`src/rtl/hdc_pkg.sv`:
```
// +--------------------------------------------------------------------------+
// | hdc_pkg : shared sizes and FSM state encoding for the HDC search blocks  |
// | Rev 1.0                                                                  |
// +--------------------------------------------------------------------------+
`default_nettype none

package hdc_pkg;

  localparam int N_CLASSES = 8;
  localparam int N_FRAMES  = 3;
  localparam int FRAME_W   = 64;
  localparam int DIST_W    = $clog2(N_FRAMES * FRAME_W + 1);

  typedef enum logic [1:0] {
    ST_LOAD   = 2'd0,
    ST_SEARCH = 2'd1,
    ST_DONE   = 2'd2
  } state_e;

  // Index width that stays at least one bit for degenerate single-entry sizes.
  function automatic int idx_w(input int n);
    return (n > 1) ? $clog2(n) : 1;
  endfunction

endpackage

`default_nettype wire

```
`src/rtl/hvec_popcount.sv`:
```
// +--------------------------------------------------------------------------+
// | hvec_popcount : combinational population count of one frame             |
// | Rev 1.0                                                                  |
// +--------------------------------------------------------------------------+
`default_nettype none

module hvec_popcount #(
  parameter  int W     = 64,
  localparam int CNT_W = $clog2(W + 1)
) (
  input  logic [W-1:0]     vec_i,
  output logic [CNT_W-1:0] cnt_o
);

  always_comb begin
    cnt_o = '0;
    for (int i = 0; i < W; i++) begin
      cnt_o = cnt_o + CNT_W'(vec_i[i]);
    end
  end

endmodule

`default_nettype wire

```
`src/rtl/hvec_assoc_search.sv`:
```
// +--------------------------------------------------------------------------+
// | hvec_assoc_search : min-Hamming class search, optional ASSOC_REJECT_EN   |
// | Rev 1.0                                                                  |
// +--------------------------------------------------------------------------+
`default_nettype none

module hvec_assoc_search #(
  parameter  int N_CLASSES = hdc_pkg::N_CLASSES,
  parameter  int N_FRAMES  = hdc_pkg::N_FRAMES,
  parameter  int FRAME_W   = hdc_pkg::FRAME_W,
  localparam int DIST_W    = $clog2(N_FRAMES * FRAME_W + 1),
  localparam int CID_W     = hdc_pkg::idx_w(N_CLASSES),
  localparam int FID_W     = hdc_pkg::idx_w(N_FRAMES)
) (
  input  logic               clk,
  input  logic               rst_n,
  input  logic               q_valid,
  output logic               q_ready,
  input  logic [FRAME_W-1:0] q_frame,
  output logic [CID_W-1:0]   cls_frame_id,
  output logic [FID_W-1:0]   cls_frame_index,
  input  logic [FRAME_W-1:0] cls_frame_in,
  output logic               result_valid,
  input  logic               result_ready,
  output logic [CID_W-1:0]   result_class,
  output logic [DIST_W-1:0]  result_dist,
  output logic               busy
`ifdef ASSOC_REJECT_EN
  ,
  input  logic [DIST_W-1:0]  reject_thr,
  output logic               result_reject
`endif
);

  import hdc_pkg::*;

  localparam int PC_W = $clog2(FRAME_W + 1);
  localparam logic [FID_W-1:0] LAST_F = FID_W'(N_FRAMES - 1);
  localparam logic [CID_W-1:0] LAST_C = CID_W'(N_CLASSES - 1);

  state_e              state_q, state_d;
  logic [FID_W-1:0]    fcnt_q, fcnt_d;
  logic [CID_W-1:0]    ccnt_q, ccnt_d;
  logic [DIST_W-1:0]   acc_q, acc_d;
  logic [DIST_W-1:0]   best_dist_q, best_dist_d;
  logic [CID_W-1:0]    best_class_q, best_class_d;
  logic [FRAME_W-1:0]  qbuf_q [N_FRAMES];

  logic [PC_W-1:0]     frame_dist;
  logic [DIST_W-1:0]   dist_total;
  logic                q_fire;
  logic                last_frame;
  logic                last_class;
  logic                take_best;

  assign q_fire     = q_valid && q_ready;
  assign last_frame = (fcnt_q == LAST_F);
  assign last_class = (ccnt_q == LAST_C);
  assign dist_total = acc_q + DIST_W'(frame_dist);
  // Strict less-than: on ties the earlier (lower-index) class is kept.
  assign take_best  = (ccnt_q == '0) || (dist_total < best_dist_q);

  hvec_popcount #(
    .W (FRAME_W)
  ) u_popcount (
    .vec_i (qbuf_q[fcnt_q] ^ cls_frame_in),
    .cnt_o (frame_dist)
  );

  // FSM: state register
  always_ff @(posedge clk or negedge rst_n) begin
    if (!rst_n) begin
      state_q <= ST_LOAD;
    end else begin
      state_q <= state_d;
    end
  end

  // FSM: next state
  always_comb begin
    state_d = state_q;
    case (state_q)
      ST_LOAD: begin
        if (q_fire && last_frame) state_d = ST_SEARCH;
      end
      ST_SEARCH: begin
        if (last_frame && last_class) state_d = ST_DONE;
      end
      ST_DONE: begin
        if (result_ready) state_d = ST_LOAD;
      end
      default: state_d = ST_LOAD;
    endcase
  end

  // FSM: outputs
  always_comb begin
    q_ready         = (state_q == ST_LOAD) && rst_n;
    result_valid    = (state_q == ST_DONE);
    busy            = (state_q == ST_SEARCH) || (state_q == ST_DONE);
    cls_frame_id    = '0;
    cls_frame_index = '0;
    if (state_q == ST_SEARCH) begin
      cls_frame_id    = ccnt_q;
      cls_frame_index = fcnt_q;
    end
  end

  assign result_class = best_class_q;
  assign result_dist  = best_dist_q;

`ifdef ASSOC_REJECT_EN
  assign result_reject = result_valid && (best_dist_q > reject_thr);
`endif

  // Counters and distance accumulation.
  always_comb begin
    fcnt_d       = fcnt_q;
    ccnt_d       = ccnt_q;
    acc_d        = acc_q;
    best_dist_d  = best_dist_q;
    best_class_d = best_class_q;
    case (state_q)
      ST_LOAD: begin
        if (q_fire) begin
          if (last_frame) begin
            fcnt_d = '0;
            ccnt_d = '0;
            acc_d  = '0;
          end else begin
            fcnt_d = fcnt_q + 1'b1;
          end
        end
      end
      ST_SEARCH: begin
        if (last_frame) begin
          fcnt_d = '0;
          acc_d  = '0;
          ccnt_d = last_class ? '0 : ccnt_q + 1'b1;
          if (take_best) begin
            best_dist_d  = dist_total;
            best_class_d = ccnt_q;
          end
        end else begin
          fcnt_d = fcnt_q + 1'b1;
          acc_d  = dist_total;
        end
      end
      ST_DONE: begin
        if (result_ready) fcnt_d = '0;
      end
      default: begin
        fcnt_d = '0;
        ccnt_d = '0;
        acc_d  = '0;
      end
    endcase
  end

  always_ff @(posedge clk or negedge rst_n) begin
    if (!rst_n) begin
      fcnt_q       <= '0;
      ccnt_q       <= '0;
      acc_q        <= '0;
      best_dist_q  <= '0;
      best_class_q <= '0;
    end else begin
      fcnt_q       <= fcnt_d;
      ccnt_q       <= ccnt_d;
      acc_q        <= acc_d;
      best_dist_q  <= best_dist_d;
      best_class_q <= best_class_d;
    end
  end

  // Query buffer carries no reset; its contents only matter after a full load.
  always_ff @(posedge clk) begin
    if (q_fire) qbuf_q[fcnt_q] <= q_frame;
  end

endmodule

`default_nettype wire

```
`config.mk`:
```
export PLATFORM = sky130hd
export DESIGN_NAME = hvec_assoc_search
export DESIGN_NICKNAME = d
export VERILOG_FILES = /design/src/rtl/hdc_pkg.sv /design/src/rtl/hvec_popcount.sv /design/src/rtl/hvec_assoc_search.sv
export SDC_FILE = /design/constraint.sdc
export NUM_CORES = 1
export LEC_CHECK = 0
export ABC_AREA = 1
export CORE_ASPECT_RATIO = 1.5
export CORE_MARGIN = 2
export CORE_UTILIZATION = 40
export DETAILED_ROUTE_END_ITERATION = 16
export DONT_BUFFER_PORTS = 1
export GPL_ROUTABILITY_DRIVEN = 0
export PLACE_DENSITY = 0.5
export SYNTH_ARGS = -nofsm -noshare
export SYNTH_HDL_FRONTEND = slang
export SYNTH_SLANG_ARGS = --single-unit
```
`constraint.sdc`:
```
create_clock -name clk -period 10.1 [get_ports clk]
set_clock_uncertainty 0.2 [all_clocks]
set_input_delay 1.515 -clock clk [delete_from_list [all_inputs] [get_ports clk]]
set_output_delay 1.515 -clock clk [all_outputs]
set_load 0.02 [all_outputs]
```
==> results of run 1 <==
==> worst register-to-register path, delay by kind of cell (launching register included) <==
family | cells | cell delay, ns
compound gates | 5 | 0.73
fa+ha+maj | 13 | 6.03
flops | 1 | 0.59
xor+xnor | 1 | 0.17
buf+inv | 2 | 0.34
simple gates | 14 | 1.37
==> cells in the mapped netlist, types with 2 or more instances <==
cell type / number
a21oi_1: 9
xnor2_1: 34
buf_4: 2
ha_1: 36
inv_2: 4
clkbuf_1: 6
dfrtp_1: 26
inv_1: 85
nand2_1: 272
buf_1: 3
nand3_1: 85
fa_1: 55
xor2_1: 36
o21ai_1: 3
nor2_4: 2
o21ai_0: 15
nor3_1: 3
nor2_1: 16
edfxtp_1: 192
buf_2: 16
==> metal layers <==
metal	track usage	up-vias	wire length, um
met2	0.3373	149	13470
li1	-	3017	-
met4	0.06633	0	922
met5	0	-	0
met1	0.1772	2912	8407
met3	0.04654	50	1530
==> kinds of logic (layout without fill, tap and decap cells) <==
group / Yosys count / after routing / synth area share
XOR/XNOR: 70 / 70 / 0.05680
AO/OA/AOI/OAI: 33 / 33 / 0.01704
adder cells (fa/ha/maj): 91 / 91 / 0.1437
flip-flops: 218 / 218 / 0.5944
buffers and inverters: 116 / 147 / 0.04289
AND/OR/NAND/NOR: 380 / 380 / 0.1451
==> cell type report <==
type | instances | share of cell area
Tap cell | 337 | 0.03530
Clock buffer | 26 | 0.04734
Multi-Input combinational cell | 574 | 0.3298
Clock inverter | 13 | 0.006075
Timing Repair Buffer | 19 | 0.01613
Inverter | 89 | 0.02797
Sequential cell | 218 | 0.5373
==> worst paths after layout <==
| path | from | endpoint | slack, ns | cells past startpoint |
|---|---|---|---|---|
| worst max-delay path | fcnt_q[1] | result_dist[7] | 0.56 | 35 |
| worst min-delay path | acc_q[3] | acc_q[3] | 0.33 | 2 |
| worst max register to register | fcnt_q[1] | result_dist[7] | 0.56 | 35 |
| worst min register to register | acc_q[3] | acc_q[3] | 0.33 | 2 |
| max in group asynchronous | rst_n | result_dist[6] | 9.13 | 0 |
| min in group asynchronous | rst_n | fcnt_q[1] | 0.49 | 0 |
==> cells in the final DEF (no fill, tap or decap), types with 5 or more instances in the layout <==
cell / n
a21oi_1: 9
buf_4: 15
clkbuf_16: 22
clkinv_1: 5
clkinv_2: 5
dfrtp_1: 24
edfxtp_1: 192
fa_1: 55
ha_1: 36
inv_1: 85
nand2_1: 272
nand3_1: 85
nor2_1: 14
o21ai_0: 15
xnor2_1: 34
xor2_1: 36
==> metrics by stage <==
stage / std cells / util / hold slack (ns)
finish: 1276 / 0.4510 / 0.3298
global route: 1276 / 0.4510 / 0.3823
CTS: 1275 / 0.4502 / 0.3320
detailed placement: 1236 / 0.4261 / 0.3103
global placement: 1236 / 0.4261 / 0.3055
floorplan: 908 / - / 0.2815
==> flip-flops by register name (all words and copies together) (netlist names) <==
| name | flops |
|---|---|
| fcnt_q | 2 |
| result_dist | 8 |
| result_class | 3 |
| qbuf_q | 192 |
| ccnt_q | 3 |
| state_q | 2 |
| acc_q | 8 |
==> timing repair <==
| action | in CTS | in global routing |
|---|---|---|
| endpoints found under the setup margin | 0 | 11 |
| gates resized for setup | 0 | 1 |
| setup buffers | 0 | 1 |
==> impl_metrics.ini, run 1 <==
[status]
status = finished clean

[worst_setup_path]
cp_slowest_cell = dfrtp_2
worst_setup_path_end_kind = flop
required_ns = 10.30
cp_top_family = adder cells
path_max_fanout = 40
path_class = flop to flop
cpPeakStageDelay_ns = 0.59
crit_path_start_kind = flop
arrival_ns = 9.74
crit_buf_inv = 2
cpMostUsedCell = fa_1

[timing]
period_share = 0.9448
setup_ws_ns = 0.5570
grt_setup_unrepaired = no
slew_viol_final = 0
relSlewSlack = 0.3372
min_period_ns = 9.543
setup_viol_count_final = 0
fmax_ghz = 0.1048
fin_setup_tns_ns = 0
worstMarginPinSlew_ns = 0.9942
hold_viol_final = 0

[final_layout]
seqCellArea_um2 = 6419
nets = 1147
filler_cell_count = 2424
n_antenna_cell = 0
drive_gt1_frac = 0.06816
multi_input_area_um2 = 3940
syn_to_final_growth_pct = 10.66
fin_area_um2 = 11950

[global_route]
antenna_found_initial = 0
grt_max_degree = 62
grt_pass1_vias = 6623
grtUsageTotal = 0.1741
grt_pass1_wl_mm = 37.32
grt_remaining_overflow = 0

[detailed_routing]
ant_nets = 0
dr.pass1.iters = 5
drc_errors = 0
via_per_inst = 4.803
drt_wl_total_mm = 24.33
post_drt_wl_per_cell_um = 19.07
vias = 6128
drtIter0Drc = 253

[synth]
yosysTopAreaCell = edfxtp_1
synth_flop_cell = edfxtp_1
netlist_area_um2 = 10790
synthCells = 908
yosys-top-cells-area = edfxtp_1 53%, fa_1 10%, nand2_1 9.5%, dfrtp_1 6.0%, ha_1 4.2%
ys_warn_count = 0
synth_cell_types = 28
synth_edf_count = 192
syn_avg_cell_area_um2 = 11.89
yosysSeqAreaShare = 0.5944
synthArstFlopShare = 0.1193
synth_fp_nets = 1131
ys_ff_latch = 218
synth_top_area_frac = 0.5341

[clocking]
htree_levels = 1
cts_buffers = 22
cts_tree = built
path_clk_slew_ns = 0.06
cts_hold_buffers = 0
worstSkewPairLatency_ns = 0.51
clkSinkCount = 218
max-clock-path-buffers = 3
cts_root_buf = clkbuf_16

[floorplanning]
die_area_um2 = 28340
die_x_um = 138.1
rows = 73
core_um2 = 26490
start_util = 0.4075
boundaryPins = 151
die_h_um = 205.2

[min_path]
min_path_type = flop to flop

[run]
max-cap-violations = 0

[placement]
pre_cts_slack_ns = 0.08146
io_buffers = 0
post-dp-hpwl_mm = 17.44
post_dp_cell_area_um2 = 11290
Power of run 1 is left out: the tool's default activity adds up to more than one toggle a clock period on the data nets, which glitch-free logic cannot reach.
==> run 2, diff against run 1 <==
--- a/config.mk
+++ b/config.mk
@@ -7,7 +7,6 @@
 export LEC_CHECK = 0
 export ABC_AREA = 1
 export CORE_ASPECT_RATIO = 1.5
-export CORE_MARGIN = 2
 export CORE_UTILIZATION = 40
 export DETAILED_ROUTE_END_ITERATION = 16
 export DONT_BUFFER_PORTS = 1
==> impl_metrics.ini, run 2 (same netlist as run 1, synthesis figures left out) <==
[floorplanning]
start_util = 0.4075
die_h_um = 203.2
die_x_um = 136.1
core_um2 = 26490
boundaryPins = 151
rows = 73
die_area_um2 = 27660

[detailed_routing]
post_drt_wl_per_cell_um = 19.03
wl_met3_mm = 1.415
top_layer = met4
ant_nets = 0
drc_errors = 0
vias = 6211
wl_met1_mm = 8.735
drt_wl_total_mm = 24.32
via_per_inst = 4.860
drtIter0Drc = 225
wl_met2_mm = 13.53
dr.pass1.iters = 4

[global_route]
grtUsageTotal = 0.1835
antenna_found_initial = 0
grt_remaining_overflow = 0
grt_max_degree = 65
grt_pass1_wl_mm = 37.09
grt_pass1_vias = 6515

[clocking]
clkSinkCount = 218
cts_hold_buffers = 0
max-clock-path-buffers = 3
cts_buffers = 23
htree_levels = 1
worstSkewPairLatency_ns = 0.52
path_clk_slew_ns = 0.06
cts_root_buf = clkbuf_16
cts_tree = built

[worst_setup_path]
worst_setup_path_end_kind = flop
arrival_ns = 9.60
reg2reg_setup_slack_ns = 0.69
worstReg2RegEnd = result_dist[7]
crit_path_start_kind = flop
worst_r2r_path_depth = 37
path_class = flop to flop
required_ns = 10.29
cpPeakStageDelay_ns = 0.56
reg2reg_from = fcnt_q[1]
cp_slowest_cell = dfrtp_2
cpMostUsedCell = fa_1
path_max_fanout = 45

[timing]
fmax_ghz = 0.1063
relSlewSlack = 0.3249
slew_viol_final = 0
min_period_ns = 9.409
fin_setup_tns_ns = 0
period_share = 0.9316
grt_setup_unrepaired = no
hold_viol_final = 0
setup_viol_count_final = 0
worstMarginPinSlew_ns = 1.013

[min_path]
hold_depth = 2
min_path_type = flop to flop
whs_endpoint = state_q[1]
holdCritStartpoint = state_q[1]

[final_layout]
top_register = qbuf_q
n_antenna_cell = 0
post-route-util = 0.4558
filler_cell_count = 2468
largest_reg_flops = 192
final_common_cell = nand2_1
drive_gt1_frac = 0.07120
final_cell_mix = 272 x nand2_1, 192 x edfxtp_1, 85 x nand3_1, 85 x inv_1, 55 x fa_1
syn_to_final_growth_pct = 11.85
nets = 1147
stdcell_count = 1278

[run]
max-cap-violations = 0

[placement]
post-place-cells = 1233
post-dp-hpwl_mm = 17.34
io_buffers = 0

[status]
status = finished clean
==> run 2: cell count changes in the layout (fill, tap and decap cells not counted), sizes merged <==
cell    change
inv         +1
bufinv      +5
clkbuf      -1
buf         -1
clkinv      -2
==> run 2: how the worst max path moves through the flow <==
stage | slack (ns) | cells past startpoint | end | start
2_1_floorplan | 0.67 | 35 | result_dist[0] | cls_frame_in[0]
3_5_place_dp | 0.14 | 32 | result_class[0] | cls_frame_in[0]
6_report | 0.69 | 37 | result_dist[7] | fcnt_q[1]
5_1_grt | 0.05 | 38 | result_dist[1] | fcnt_q[1]
3_3_place_gp | 0.22 | 32 | result_class[0] | cls_frame_in[0]
4_1_cts | 0.46 | 37 | result_dist[7] | fcnt_q[0]
==> run 2: through the flow <==
stage / area [um2] / hold slack, ns / setup slack [ns]
finish: 12070 / 0.3207 / 0.6908
global route: 12070 / 0.3450 / 0.05095
CTS: 12030 / 0.3242 / 0.4624
detailed placement: 11240 / 0.3081 / 0.1385
global placement: 11240 / 0.3019 / 0.2208
floorplan: 10790 / 0.2815 / 0.6682
==> run 2: critical path, delay by kind of cell (launching register included) <==
kind,cells,cell delay [ns]
flip-flops,1,0.56
AND/OR/NAND/NOR,15,1.35
buffers and inverters,4,0.41
adder cells (fa/ha/maj),12,5.58
AO/OA/AOI/OAI,5,0.71
XOR/XNOR,1,0.40
==> run 2: what timing repair did <==
action	in CTS	in global routing
setup buffers	0	3
resized for setup	0	2
setup endpoints to repair	0	11
==> run 2: cell type report <==
type | instances | area [um2] | share of cell area
repair buffers | 18 | 163.9 | 0.01358
well taps | 337 | 421.7 | 0.03493
inverters | 89 | 334.1 | 0.02767
clock inverters | 17 | 211.5 | 0.01751
flip-flops and latches | 218 | 6419 | 0.5317
clock buffers | 25 | 583.1 | 0.04830
multi-input cells | 574 | 3940 | 0.3264
==> run 2: per-layer routing <==
layer | vias to the layer above | GRT usage
li1 | 3027 | -
met4 | 0 | 0.05635
met1 | 2999 | 0.1964
met5 | - | 0
met3 | 32 | 0.04350
met2 | 153 | 0.3475
Power of run 2 is left out for the same reason.
==> run 3, diff against run 2 <==
--- a/config.mk
+++ b/config.mk
@@ -6,7 +6,7 @@
 export NUM_CORES = 1
 export LEC_CHECK = 0
 export ABC_AREA = 1
-export CORE_ASPECT_RATIO = 1.5
+export CORE_ASPECT_RATIO = 1.25
 export CORE_UTILIZATION = 40
 export DETAILED_ROUTE_END_ITERATION = 16
 export DONT_BUFFER_PORTS = 1
==> impl_metrics.ini, run 3 (same netlist as run 1, synthesis figures left out) <==
[global_route]
grt_remaining_overflow = 0
grtUsageTotal = 0.1742
antenna_found_initial = 0
grt_max_degree = 65
grt_pass1_wl_mm = 35.45
grt_pass1_vias = 6346

[clocking]
worstSkewPairLatency_ns = 0.51
clkSinkCount = 218
cts_tree = built
htree_levels = 1
cts_hold_buffers = 0
path_clk_slew_ns = 0.06
cts_buffers = 24
cts_root_buf = clkbuf_16
max-clock-path-buffers = 3

[worst_setup_path]
cpPeakStageDelay_ns = 0.62
worst_setup_path_end_kind = flop
path_class = flop to flop
path_max_fanout = 44
arrival_ns = 9.68
required_ns = 10.30
cp_slowest_cell = dfrtp_2
crit_path_start_kind = flop
cpMostUsedCell = nand2_1

[timing]
grt_setup_unrepaired = no
setup_viol_count_final = 0
worstMarginPinSlew_ns = 1.000
period_share = 0.9387
min_period_ns = 9.481
fin_setup_tns_ns = 0
slew_viol_final = 0
fmax_ghz = 0.1055
hold_viol_final = 0
relSlewSlack = 0.3333

[final_layout]
final_cell_mix = 272 x nand2_1, 192 x edfxtp_1, 85 x nand3_1, 85 x inv_1, 55 x fa_1
final_common_cell = nand2_1
nets = 1150
drive_gt1_frac = 0.07203
syn_to_final_growth_pct = 11.88
filler_cell_count = 2435
n_antenna_cell = 0
top_register = qbuf_q
largest_reg_flops = 192

[placement]
post-dp-hpwl_mm = 16.55
io_buffers = 0

[detailed_routing]
post_drt_wl_per_cell_um = 18.17
drtIter0Drc = 215
dr.pass1.iters = 4
drt_wl_total_mm = 23.33
vias = 6144
ant_nets = 0
via_per_inst = 4.785
drc_errors = 0

[floorplanning]
die_area_um2 = 27650
boundaryPins = 151
die_x_um = 148.9
core_um2 = 26260
rows = 66
start_util = 0.4110
die_h_um = 185.7

[run]
max-cap-violations = 0

[status]
status = finished clean

[min_path]
min_path_type = flop to flop
-- run 3: cell count changes in the layout (fill, tap and decap cells not counted) --
cell | previous run | this run
clkinv_2 | 3 | 4
clkbuf_16 | 23 | 25
dfrtp_2 | 2 | 1
inv_6 | 1 | 2
clkbuf_1 | 2 | 4
clkinv_4 | 0 | 1
clkinvlp_4 | 2 | 1
clkinv_1 | 6 | 5
bufinv_16 | 5 | 1
buf_4 | 15 | 14
buf_12 | 2 | 5
dfrtp_1 | 24 | 25
-- run 3: per-layer routing --
layer,share of wire,wire length [um],vias up,GRT usage
met3,0.071,1666,38,0.04951
li1,-,-,3039,-
met5,0,0,-,0
met4,0.029,673,0,0.06163
met1,0.39,9105,2913,0.1971
met2,0.51,11890,154,0.3111
-- run 3: critical path, delay by kind of cell, from the launching register on --
kind / cells / cell delay (ns)
AO/OA/AOI/OAI: 3 / 0.37
flip-flops: 1 / 0.62
buffers and inverters: 4 / 0.52
adder cells (fa/ha/maj): 13 / 6.02
XOR/XNOR: 2 / 0.29
AND/OR/NAND/NOR: 15 / 1.35
-- run 3: through the flow --
stage	util	hold slack (ns)	setup WS, ns	instance area, um2	instances
5_1_grt	0.4599	0.3455	0.004808	12080	1284
3_3_place_gp	0.4296	0.3126	0.2708	11280	1238
3_5_place_dp	0.4296	0.3172	0.1180	11280	1238
4_1_cts	0.4579	0.3355	0.3278	12030	1281
2_1_floorplan	-	0.2815	0.6682	10790	908
6_report	0.4599	0.3305	0.6190	12080	1284
-- run 3: layout make-up --
cell class                 count  area (um2)  share of cell area
sequential                   218        6417              0.5314
inverter                      89       334.1             0.02766
multi-input combinational    574        3940              0.3263
timing repair buffer          20       216.5             0.01792
clock inverter                14       102.6            0.008496
tap                          340       425.4             0.03523
clock buffer                  29       640.6             0.05305
-- run 3: worst paths after layout --
| path | slack (ns) | cells after the start | start | end |
|---|---|---|---|---|
| max | 0.62 | 37 | fcnt_q[1] | result_dist[7] |
| min reg2reg | 0.33 | 2 | state_q[0] | state_q[0] |
| max in group asynchronous | 9.13 | 0 | rst_n | fcnt_q[1] |
| max reg2reg | 0.62 | 37 | fcnt_q[1] | result_dist[7] |
| min in group asynchronous | 0.49 | 0 | rst_n | fcnt_q[1] |
| min | 0.33 | 2 | state_q[0] | state_q[0] |
-- run 3: timing repair --
item | CTS | global route
resized for setup | 0 | 1
setup buffers | 0 | 3
endpoints found under the setup margin | 0 | 11
Power of run 3 is left out for the same reason.
